## src/rtl/steg_bram_pkg.sv

```systemverilog
// Shared constants for the steganography BRAM port: tag encoding, read-latency range, arbiter mode.
// No logic; the clog2 helper sizes the channel-index tag.
package steg_bram_pkg;

    localparam int RD_LAT_MIN = 1;
    localparam int RD_LAT_MAX = 4;

    // Valid bit carried alongside the channel index in the read-return pipeline
    localparam logic TAG_RD = 1'b1;
    localparam logic TAG_WR = 1'b0;

    typedef enum logic {
        ARB_FIXED = 1'b0,
        ARB_RR    = 1'b1
    } arb_mode_e;

    function automatic int clog2(input int n);
        int r;
        r = 0;
        for (int i = 0; i < 31; i++) begin
            if ((1 << i) < n) r = i + 1;
        end
        return r;
    endfunction

endpackage

```

## src/rtl/bram_arb_pick.sv

```systemverilog
// Combinational one-hot picker: lowest index first, or round-robin starting after ptr.
// Zero latency; grants only asserted requesters, all-zero when none request.
module bram_arb_pick
    import steg_bram_pkg::*;
#(
    parameter int NUM_CH = 4,
    parameter int CH_W   = 2
) (
    input  logic [NUM_CH-1:0] req,
    input  logic [CH_W-1:0]   ptr,
    input  logic              mode,
    output logic [NUM_CH-1:0] gnt,
    output logic [CH_W-1:0]   idx
);

    int   cand;
    logic found;

    always_comb begin
        gnt   = '0;
        idx   = '0;
        found = 1'b0;
        cand  = 0;
        for (int k = 0; k < NUM_CH; k++) begin
            cand = (mode == ARB_RR) ? (int'(ptr) + 1 + k) % NUM_CH : k;
            if (!found && req[cand]) begin
                found     = 1'b1;
                gnt[cand] = 1'b1;
                idx       = CH_W'(cand);
            end
        end
    end

endmodule

```

## src/rtl/bram_port_arbiter.sv

```systemverilog
// Shares one BRAM port among NUM_CH requesters; command 1 cycle after grant, read data RD_LATENCY+2 after.
// Requesters hold until granted; BRAM_ARB_RR_EN selects round-robin, otherwise fixed lowest-index priority.
module bram_port_arbiter
    import steg_bram_pkg::*;
#(
    parameter int NUM_CH     = 4,
    parameter int ADDR_WIDTH = 32,
    parameter int DATA_WIDTH = 32,
    parameter int NUM_BYTES  = DATA_WIDTH / 8,
    parameter int RD_LATENCY = 1
) (
    input  logic                           pl_clk,
    input  logic                           pl_rst_n,
    input  logic [NUM_CH-1:0]              ch_req,
    output logic [NUM_CH-1:0]              ch_gnt,
    input  logic [NUM_CH*ADDR_WIDTH-1:0]   ch_addr,
    input  logic [NUM_CH*DATA_WIDTH-1:0]   ch_din,
    input  logic [NUM_CH*NUM_BYTES-1:0]    ch_we,
    output logic [DATA_WIDTH-1:0]          ch_rdata,
    output logic [NUM_CH-1:0]              ch_rvalid,
    output logic [ADDR_WIDTH-1:0]          bram_addr,
    output logic [DATA_WIDTH-1:0]          bram_din,
    input  logic [DATA_WIDTH-1:0]          bram_dout,
    output logic                           bram_en,
    output logic [NUM_BYTES-1:0]           bram_we,
    output logic                           bram_rst,
    output logic                           busy
);

    localparam int CH_W  = clog2(NUM_CH);
    // Out-of-range latencies are clamped so the tag pipeline always has at least two stages
    localparam int LAT   = (RD_LATENCY < RD_LAT_MIN) ? RD_LAT_MIN :
                           (RD_LATENCY > RD_LAT_MAX) ? RD_LAT_MAX : RD_LATENCY;
    localparam int DEPTH = LAT + 1;

    logic [NUM_CH-1:0]    pick_gnt;
    logic [CH_W-1:0]      pick_idx;
    logic [CH_W-1:0]      rr_ptr;
    logic                 mode;
    logic                 gnt_any;
    logic [NUM_BYTES-1:0] win_we;
    logic [DEPTH-1:0]     tag_vld;
    logic [CH_W-1:0]      tag_ch [DEPTH];

`ifdef BRAM_ARB_RR_EN
    assign mode = ARB_RR;

    // Reset value NUM_CH-1 makes the first search start at channel 0
    always_ff @(posedge pl_clk or negedge pl_rst_n) begin
        if (!pl_rst_n) begin
            rr_ptr <= CH_W'(NUM_CH - 1);
        end else if (gnt_any) begin
            rr_ptr <= pick_idx;
        end
    end
`else
    assign mode   = ARB_FIXED;
    assign rr_ptr = '0;
`endif

    bram_arb_pick #(
        .NUM_CH (NUM_CH),
        .CH_W   (CH_W)
    ) u_pick (
        .req  (ch_req),
        .ptr  (rr_ptr),
        .mode (mode),
        .gnt  (pick_gnt),
        .idx  (pick_idx)
    );

    assign ch_gnt   = pick_gnt;
    assign gnt_any  = |pick_gnt;
    assign win_we   = ch_we[int'(pick_idx)*NUM_BYTES +: NUM_BYTES];
    assign bram_rst = 1'b0;
    assign busy     = |tag_vld;

    always_ff @(posedge pl_clk or negedge pl_rst_n) begin
        if (!pl_rst_n) begin
            bram_addr <= '0;
            bram_din  <= '0;
            bram_en   <= 1'b0;
            bram_we   <= '0;
        end else if (gnt_any) begin
            bram_addr <= ch_addr[int'(pick_idx)*ADDR_WIDTH +: ADDR_WIDTH];
            bram_din  <= ch_din[int'(pick_idx)*DATA_WIDTH +: DATA_WIDTH];
            bram_en   <= 1'b1;
            bram_we   <= win_we;
        end else begin
            bram_en   <= 1'b0;
            bram_we   <= '0;
        end
    end

    // One stage per cycle; the last stage lines up with bram_dout being valid
    always_ff @(posedge pl_clk or negedge pl_rst_n) begin
        if (!pl_rst_n) begin
            tag_vld <= '0;
            for (int i = 0; i < DEPTH; i++) tag_ch[i] <= '0;
        end else begin
            tag_vld   <= {tag_vld[DEPTH-2:0], (gnt_any && win_we == '0) ? TAG_RD : TAG_WR};
            tag_ch[0] <= pick_idx;
            for (int i = 1; i < DEPTH; i++) tag_ch[i] <= tag_ch[i-1];
        end
    end

    always_ff @(posedge pl_clk or negedge pl_rst_n) begin
        if (!pl_rst_n) begin
            ch_rvalid <= '0;
            ch_rdata  <= '0;
        end else begin
            ch_rvalid <= '0;
            if (tag_vld[DEPTH-1]) begin
                ch_rvalid[tag_ch[DEPTH-1]] <= 1'b1;
                ch_rdata                   <= bram_dout;
            end
        end
    end

endmodule
```

## config.mk

```make
export PLATFORM = sky130hd
export DESIGN_NAME = bram_port_arbiter
export DESIGN_NICKNAME = d
export VERILOG_FILES = /design/src/rtl/steg_bram_pkg.sv /design/src/rtl/bram_arb_pick.sv /design/src/rtl/bram_port_arbiter.sv
export SDC_FILE = /design/constraint.sdc
export NUM_CORES = 1
export LEC_CHECK = 0
export ABC_AREA = 0
export BUFFER_PORTS_ARGS = -buffer_cell sky130_fd_sc_hd__buf_2
export CORE_AREA = 2 2 166 168
export CTS_CLUSTER_SIZE = 10
export DETAILED_ROUTE_END_ITERATION = 7
export DIE_AREA = 0 0 168 170
export GPL_ROUTABILITY_DRIVEN = 0
export PLACE_DENSITY = 0.56
export SETUP_SLACK_MARGIN = 0.3
export SYNTH_ARGS = -nofsm -noshare
export SYNTH_HDL_FRONTEND = slang
export SYNTH_SLANG_ARGS = --single-unit
```

## constraint.sdc

```tcl
create_clock -name pl_clk -period 1.8 [get_ports pl_clk]
set_clock_uncertainty 0.15 [all_clocks]
set_input_delay 0.09 -clock pl_clk [delete_from_list [all_inputs] [get_ports pl_clk]]
set_output_delay 0.09 -clock pl_clk [all_outputs]
set_load 0.02 [all_outputs]
```

Word level (Yosys, flattened, before mapping)
Cells that the tools add are included.
- order comparisons: 2
- shift operators: 3
- multiplexer cells: 16
- reduce and logical (&&, ||, !) cells: 11
- operators with widths (cell ; number):
    indexed part select 128 x 8 -> 32 bit ; 2
    indexed part select 16 x 5 -> 4 bit ; 1
    two-way mux 4 bit ; 3
    two-way mux 1 bit ; 8
    two-way mux 2 bit ; 3
    logical AND 1 bit ; 5
    logical NOT 4 bit ; 1
    OR reduction 4 bit ; 1
    logical NOT 1 bit ; 3
    less-than comparator 2 x 3 -> 1 bit, second input constant ; 1
    two-way mux 3 bit ; 1
    demux 1 bit (select 2 bit) ; 1
    >= comparator 2 x 1 -> 1 bit, second input constant ; 1
    OR reduction 2 bit ; 1
- bits in registers: 111
- bits of input ports: 310
- output and inout port bits: 111
- word-level logic and storage cells: 41

Logic depth before layout (Yosys ltp)
Gate-level depths: netlist of run 1.
- word-level depth: 14
- depth in mapped cells: 8
- gate-level depth less buffers: 4

Hierarchy
Synthesis of run 1 repeated with hierarchy kept, for this count alone.
- cell total of the unflattened synthesis: 382
- area total of the unflattened synthesis: 6103.4 µm²
- by module, submodules not included (module ; instances ; cells each ; area each (µm²) ; seq. area each (µm²)):
    bram_port_arbiter ; 1 ; 317 ; 5662.9 ; 2777.7
    bram_arb_pick ; 1 ; 65 ; 440.4 ; 0.0

Least setup slack after synthesis of run 1
No wires, ideal clock.
- path kind: register to register
- from: register tag_vld[1]
- to: register ch_rdata[26]
- setup time: 0.125 ns
- arrival: 1.257 ns
- data required time: 1.525 ns
- path slack: 0.268 ns
- cell stages (with the launch flop): 4
- buffers on the path: 2
- period minus slack after synthesis: 1.532 ns
- cell sequence: dfrtp_1 -> clkbuf_1 -> clkbuf_1 -> mux2_2
- RTL lines (element ; line ; RTL):
    from (decl) ; bram_port_arbiter.sv:42 ; logic [DEPTH-1:0] tag_vld;
    from (signal assigned) ; bram_port_arbiter.sv:101 ; tag_vld <= {tag_vld[DEPTH-2:0], (gnt_any && win_we == '0) ? TAG_RD : TAG_WR};
    to (signal assigned) ; bram_port_arbiter.sv:115 ; ch_rdata <= bram_dout;
    to (decl) ; bram_port_arbiter.sv:19 ; output logic [DATA_WIDTH-1:0] ch_rdata,
No word-level cell between the ends.

Worst setup path in the final report of run 1
- from: register tag_vld[1]
- to: output busy
- cells in the longest elaborated chain, start to end: 1
- RTL lines (element ; line ; RTL):
    OR reduction 2 bit ; bram_port_arbiter.sv:76 ; assign busy = |tag_vld;
    to (decl) ; bram_port_arbiter.sv:27 ; output logic busy
Every way passes these cells.

==> impl_metrics.ini, run 1 <==
[status]
outcome = finished clean

[synthesis]
synth_area_per_cell_um2 = 9.71
yosysMostFrequentCell = nor3_1
synthXorXnorAreaFrac = 0
yosys_most_used_dff = dfrtp_1
ys_async_sr_fraction = 1.00
ys_warn_count = 0
synthTopCellsByArea = dfrtp_1 44%, mux2i_1 10%, nor3_1 10%, a22o_1 9.0%, mux2_2 5.9%
synth_nets = 955
yosysUniqueCellTypes = 35
ys_ff_latch = 111
synth-edff-count = 0
yosys-top-cells-count = 128 x nor3_1, 111 x dfrtp_1, 76 x nor2_1
synth_top_family_by_area = simple AND/OR/NAND/NOR gates
synth_top_area_frac = 0.444
synth_fa_ha_area_frac = 0
seq_area_frac_synth = 0.444
synth-simple-area-share = 0.169
synth_cells = 645
synth_compound_area_frac = 0.157
synth_top_area_cell = dfrtp_1
netlist_area_um2 = 6260
synthMuxAreaShare = 0.162

[power]
seqPwrFrac = 0.386
netSwitchingPower_w = 0.00287
p_per_area_nw_per_um2 = 739
sw_frac_of_total = 0.351
ir_drop_mv = 0.402
total_power_w = 0.00819
p_int_w = 0.00532
combPwrFrac = 0.357
power.leakage_nw = 5.58
p_clk_frac = 0.257

[sta]
fin_crit_ns = 1.44
fin_ws_ns = 0.360
finalHoldViolCount = 0
rsz0062_at_grt = false
finalSetupViolCount = 0
report.final.slew_viol_count = 0
max_clock_freq_mhz = 694
fin_setup_tns_ns = 0
period_share = 0.800

[cells_and_area]
fin_area_um2 = 11100
syn_to_final_growth_pct = 76.9
drive_gt1_frac = 0.402
fill_cells = 2611
n_antenna_cell = 0
final_nets = 1547

[cts]
cts_sinks = 111
cts_root_buf = clkbuf_16
cts_tree = built
htree_levels = 3
cts_buffers = 9
clk_pin_slew_ns = 0.08
cts.path.max_buffers = 2
clk_latency_ns = 0.36

[worst_hold_path]
hold_class = in2reg
whs_path_depth = 4

[global_routing]
antenna_found_initial = 2
grt_overflow = 0
grt_pass1_vias = 7997
grtUsageTotal = 0.186
grt_pass1_wl_um = 41900
grt_max_degree = 70

[placement]
place_ws_ns = 0.125
port_buffers = 419
placed_area_um2 = 8690
dp_hpwl_um = 18300

[die]
start_util = 0.235
die_y_um = 170
num_io_pins = 421
row_count = 60
core_um2 = 26700
die_x_um = 168
die_area_um2 = 28600

[flow_run]
cap_violations = 0

[route]
totalWireLength_um = 27500
wl_per_cell_um = 17.4
num_vias = 7492
route.detailed.drc = 0
dr.pass1.iters = 5
drtIter0Drc = 461
routed_via_density = 4.73
ant_nets = 0

[worst_setup_path]
arrival_ns = 1.20
cp-start-kind = flop
required_ns = 1.56
critical_path_class = reg2out
end_kind = output port
cp_max_fo = 2
reg2reg_depth = 3
power groups by stage:
stage	Clock [W]	Sequential, W	Combinational, W
4_1_cts	0.00221	0.00315	0.00292
5_1_grt	0.00230	0.00322	0.00313
3_5_place_dp	0	0.00320	0.00257
2_1_floorplan	0	0.00374	0.000886
6_report	0.00211	0.00316	0.00293
3_3_place_gp	0	0.00318	0.00255
layout make-up:
type | instances | area (um^2) | share of cell area
well taps | 341 | 427 | 0.0385
inverters | 5 | 18.8 | 0.00169
repair buffers | 648 | 4480 | 0.405
flip-flops and latches | 111 | 2780 | 0.251
clock buffers | 9 | 225 | 0.0203
multi-input cells | 462 | 3060 | 0.276
clock inverters | 7 | 81.3 | 0.00734
cells in the final DEF (no fill, tap or decap), drive strengths merged, types with 4 or more instances in the layout:
cell type,netlist,routed
dlygate4sd3,0,206
nand2,4,4
o21ai,64,64
mux2,33,33
nor3,128,128
nor2,77,77
clkbuf,25,9
dfrtp,111,111
buf,42,442
mux2i,64,64
inv,5,8
nand2b,5,5
a22o,64,64
clkinv,0,4
flip-flops by register name (all words and copies together), names as in the netlist:
register,flops
bram_we,4
bram_addr,32
ch_rvalid,4
bram_din,32
bram_en,1
ch_rdata,32
tag_vld,2
tag_ch,4
repair_timing:
item / CTS / global route
hold buffers: 206 / 0
resized for setup: 1 / 3
endpoints found under the hold margin: 212 / 0
setup buffers: 1 / 0
endpoints found under the setup margin: 1 / 1
logic make-up after synthesis:
family,Yosys count
AND/OR/NAND/NOR,224
other,1
flip-flops,111
buffers and inverters,72
multiplexers,97
AO/OA/AOI/OAI,140
metal layers:
| metal | wire length [um] | GRT usage |
|---|---|---|
| met1 | 10600 | 0.206 |
| met2 | 14200 | 0.342 |
| met3 | 1760 | 0.0405 |
| met4 | 987 | 0.0828 |
| met5 | 27 | 0 |
critical path, cell delays in order (launching register included):
cell and delay (ns):
dfrtp_2 0.40, or2_2 0.30, buf_6 0.14
per-stage QoR:
stage / instances / utilization / hold slack (ns)
5_1_grt: 1583 / 0.416 / 0.0100
3_5_place_dp: 1360 / 0.326 / -0.111
4_1_cts: 1583 / 0.415 / 0.0000274
2_1_floorplan: 645 / - / -0.356
6_report: 1583 / 0.416 / 0.0155
3_3_place_gp: 1360 / 0.326 / -0.113
worst paths after layout:
check                                     start                        end  slack, ns
setup / recovery           tag_vld[1]$_DFF_PN0_                       busy       0.36
hold / removal                       ch_din[46]   bram_din[14]$_DFFE_PN0P_       0.02
setup reg to reg           tag_vld[1]$_DFF_PN0_   ch_rdata[19]$_DFFE_PN0P_       0.47
hold reg to reg             tag_ch[3]$_DFF_PN0_        tag_ch[1]$_DFF_PN0_       0.20
max in group asynchronous              pl_rst_n  bram_addr[23]$_DFFE_PN0P_       0.85
min in group asynchronous              pl_rst_n   bram_addr[4]$_DFFE_PN0P_       0.03
(Power assumes the default switching activity.)
==> inputs of run 2 (changes only) <==
- clock period: 1.8 -> 1.5 ns (I/O delays scaled with it)
==> impl_metrics.ini, run 2 (synthesized netlist as in run 1, its figures left out) <==
[worst_setup_path]
critPathMaxStageDelay_ns = 0.38
crit_buf_inv = 3
arrival_ns = 1.49
required_ns = 1.58
r2r_slack_ns = 0.09
reg2reg_depth = 4
cp-start-kind = flop
end_kind = flop
cp_max_fo = 8
critical_path_class = reg2reg
regToRegStartpoint = tag_vld[1]$_DFF_PN0_
crit_slowest_cell = dfrtp_2
r2r_end = ch_rdata[9]$_DFFE_PN0P_
crit_family = buffers and inverters
crit_chain = buf_6 > buf_4 > buf_12 > mux2_2

[route]
route.detailed.drc = 0
routed_via_density = 4.81
wl_per_cell_um = 17.9
totalWireLength_um = 29700
drtIter0Drc = 425
num_vias = 7983
dr.pass1.iters = 5
ant_nets = 0

[placement]
port_buffers = 419
dp_hpwl_um = 18400
dp.cells = 1383

[sta]
slew_headroom = 0.662
finalHoldViolCount = 13
rsz0062_at_grt = true
finalSetupViolCount = 0
fin_crit_ns = 1.41
report.final.slew_viol_count = 0
whs_ns = -0.0374
tightest_slew_ns = 0.507
max_clock_freq_mhz = 709
period_share = 0.940

[status]
outcome = finished with violations
violations = hold timing

[cells_and_area]
post-route-util = 0.467
multi_input_area_um2 = 3410
fill_cells = 2379
reg_top3 = bram_addr (32), bram_din (32), ch_rdata (32)
final_common_cell = buf_2
final_cell_mix = 402 x buf_2, 233 x dlygate4sd3_1, 108 x dfrtp_1
seqCellArea_um2 = 2780
final_nets = 1622
syn_to_final_growth_pct = 98.9
drive_gt1_frac = 0.465
stdcell_count = 1661

[die]
start_util = 0.235
num_io_pins = 421
core_um2 = 26700
die_area_um2 = 28600
die_x_um = 168
die_y_um = 170
row_count = 60

[global_routing]
grtUsageTotal = 0.192
grt_pass1_vias = 8224
antenna_found_initial = 1
grt_pass1_wl_um = 43300
grt_overflow = 0
grt_max_degree = 70

[cts]
cts_tree = built
cts_root_buf = clkbuf_16
cts_sinks = 111
clk_pin_slew_ns = 0.08
clk_latency_ns = 0.35
postCtsHoldBufs = 233
htree_levels = 3
cts.path.max_buffers = 2
cts_buffers = 9

[power]
p_per_area_nw_per_um2 = 834
ir_drop_mv = 0.500
power.leakage_nw = 6.12

[worst_hold_path]
hold_class = in2async

[flow_run]
cap_violations = 0
## run 2: layout make-up
type	instances	area share
repair buffers	723	0.441
diodes	3	0.000603
flip-flops and latches	111	0.223
clock inverters	6	0.00613
well taps	341	0.0343
multi-input cells	462	0.274
clock buffers	10	0.0192
inverters	5	0.00151
## run 2: worst reg2reg max path: stages, from the launching register on
cell     delay, ns
dfrtp_2       0.38
buf_6         0.16
buf_4         0.14
buf_12        0.13
mux2_2        0.34
## run 2: how the worst max path moves through the flow
stage / start / to / slack (ns) / depth (start not counted)
after floorplan: ch_req[2] / bram_addr[21]$_DFFE_PN0P_ / 0.12 / 8
after global placement: ch_req[1] / tag_vld[0]$_DFF_PN0_ / -0.11 / 6
after detailed placement: ch_req[1] / tag_vld[0]$_DFF_PN0_ / -0.10 / 6
after CTS: tag_vld[0]$_DFF_PN0_ / busy / 0.08 / 2
after global routing: tag_vld[0]$_DFF_PN0_ / busy / 0.07 / 2
final: tag_vld[1]$_DFF_PN0_ / ch_rdata[9]$_DFFE_PN0P_ / 0.09 / 4
## run 2: repair_timing
| action | 4_1_cts | 5_1_grt |
|---|---|---|
| resized for setup | 15 | 53 |
| setup buffers | 5 | 14 |
| endpoints found under the setup margin | 38 | 78 |
| endpoints found under the hold margin | 211 | 8 |
| gates cloned | 3 | 4 |
| pin swaps | 0 | 5 |
## run 2: routing by layer
layer,up-vias,share of wire,track usage
met5,-,0,0
met4,0,0.038,0.0994
met3,87,0.068,0.0372
met2,441,0.51,0.344
met1,3768,0.39,0.217
li1,3687,-,-
## run 2: power by group
part | switching [W] | internal, W | total, W
clock | 0.00126 | 0.00137 | 0.00264
combinational | 0.00196 | 0.00195 | 0.00391
sequential | 0.000314 | 0.00352 | 0.00384
total | 0.00354 | 0.00684 | 0.0104
## run 2: through the flow
step | hold slack (ns) | setup TNS (ns) | cell area [um^2] | setup slack [ns] | total power, W
6_report | -0.0374 | 0 | 12500 | 0.0902 | 0.0104
5_1_grt | -0.0151 | 0 | 12400 | 0.0664 | 0.0109
4_1_cts | -0.0478 | 0 | 12000 | 0.0751 | 0.0103
3_5_place_dp | -0.199 | -0.823 | 9230 | -0.101 | 0.00706
3_3_place_gp | -0.200 | -0.651 | 9230 | -0.114 | 0.00702
2_1_floorplan | -0.371 | 0 | 6640 | 0.125 | 0.00567
==> inputs of run 3 (changes only) <==
- BUFFER_PORTS_ARGS: -buffer_cell sky130_fd_sc_hd__buf_2 -> unset
- CORE_AREA: 2 2 166 168 -> 2 2 162 164
- DIE_AREA: 0 0 168 170 -> 0 0 164 166
- DONT_BUFFER_PORTS: unset -> 1
- PLACE_DENSITY: 0.56 -> 0.44
==> impl_metrics.ini, run 3 (synthesized netlist as in run 1, its figures left out) <==
[sta]
fin_ws_ns = 0.107
report.final.slew_viol_count = 0
whs_ns = -0.740
period_share = 0.929
max_clock_freq_mhz = 718
fin_crit_ns = 1.39
finalHoldViolCount = 181
finalSetupViolCount = 0
fin_setup_tns_ns = 0
rsz0062_at_grt = true

[route]
wl_per_cell_um = 21.4
routed_via_density = 5.20
dr.pass1.iters = 4
num_vias = 5514
ant_nets = 0
totalWireLength_um = 22700
route.detailed.drc = 0
drtIter0Drc = 317

[cells_and_area]
n_antenna_cell = 0
stdcell_count = 1061
final_common_cell = dlygate4sd3_1
seqCellArea_um2 = 2820
final_cell_mix = 104 x dlygate4sd3_1, 75 x dfrtp_1, 74 x nor2_1
reg_top3 = bram_addr (32), bram_din (32), ch_rdata (32)
final_nets = 1031
drive_gt1_frac = 0.249
multi_input_area_um2 = 3390
fin_area_um2 = 8400
syn_to_final_growth_pct = 34.3
fill_cells = 2574

[placement]
dp_hpwl_um = 15300
dp.cells = 931
placed_area_um2 = 6800
place_ws_ns = 0.00882
port_buffers = 0

[cts]
cts.path.max_buffers = 2
cts_root_buf = clkbuf_16
cts_tree = built
htree_levels = 3
postCtsHoldBufs = 104
cts_buffers = 9
cts_sinks = 111
clk_latency_ns = 0.35
clk_pin_slew_ns = 0.09

[worst_setup_path]
reg2reg_depth = 4
endpoint = busy
cp_max_fo = 4
r2r_end = ch_rdata[31]$_DFFE_PN0P_
end_kind = output port
arrival_ns = 1.17
crit_slowest_cell = dfrtp_2
regToRegStartpoint = tag_vld[1]$_DFF_PN0_
r2r_slack_ns = 0.12
crit_start = tag_vld[1]$_DFF_PN0_
crit_chain = buf_12 > or2_4
critical_path_class = reg2out
cp-start-kind = flop
critPathMaxStageDelay_ns = 0.43
required_ns = 1.27

[global_routing]
grt_pass1_wl_um = 33500
grt_overflow = 0
antenna_found_initial = 0
grt_pass1_vias = 5955
grt_max_degree = 139
grtUsageTotal = 0.158

[die]
die_y_um = 166
start_util = 0.244
die_area_um2 = 27200
num_io_pins = 421
die_x_um = 164
core_um2 = 25600
row_count = 59

[flow_run]
cap_violations = 0

[worst_hold_path]
hold_class = in2async

[status]
outcome = finished with violations
violations = hold timing

[power]
ir_drop_mv = 0.528
power.leakage_nw = 3.56
p_per_area_nw_per_um2 = 1040
[run 3: final cells by class]
cell class,count,area share
multi-input combinational,462,0.403
sequential,111,0.336
timing repair buffer,132,0.173
tap,335,0.0499
clock buffer,9,0.0268
clock inverter,7,0.00923
inverter,5,0.00223
[run 3: routing by layer]
layer	up-vias	wire length [um]	GRT usage
met2	305	11800	0.292
li1	2508	-	-
met1	2668	8540	0.176
met4	0	474	0.0496
met5	-	0	0
met3	33	1840	0.0395
[run 3: repair_timing]
action	in CTS	in global routing
buffers inserted	5	2
cloned	3	0
endpoints found under the setup margin	38	73
pin swaps	1	0
gates resized for setup	8	46
hold endpoints to repair	214	181
[run 3: worst min path at each step]
stage / from / end / cells after the start
finish: pl_rst_n / bram_addr[26]$_DFFE_PN0P_ / 0
global route: pl_rst_n / bram_addr[26]$_DFFE_PN0P_ / 0
CTS: pl_rst_n / bram_addr[23]$_DFFE_PN0P_ / 0
detailed placement: pl_rst_n / bram_addr[21]$_DFFE_PN0P_ / 0
global placement: pl_rst_n / bram_addr[21]$_DFFE_PN0P_ / 0
floorplan: pl_rst_n / bram_addr[0]$_DFFE_PN0P_ / 0
[run 3: worst max-delay path, delay by kind of cell, from the launching register on]
family                 cells  cell delay [ns]
DFF                        1             0.43
buffers and inverters      1             0.13
and+or+nand+nor            1             0.26
[run 3: power by group]
group | switching [W] | internal, W
Clock | 0.00133 | 0.00119
Sequential | 0.00112 | 0.00353
Combinational | 0.000663 | 0.000938
[run 3: through the flow]
step | util | total power, W
after floorplan | - | 0.00567
after global placement | 0.266 | 0.00598
after detailed placement | 0.266 | 0.00602
after CTS | 0.323 | 0.00888
after global routing | 0.328 | 0.00923
final | 0.328 | 0.00877
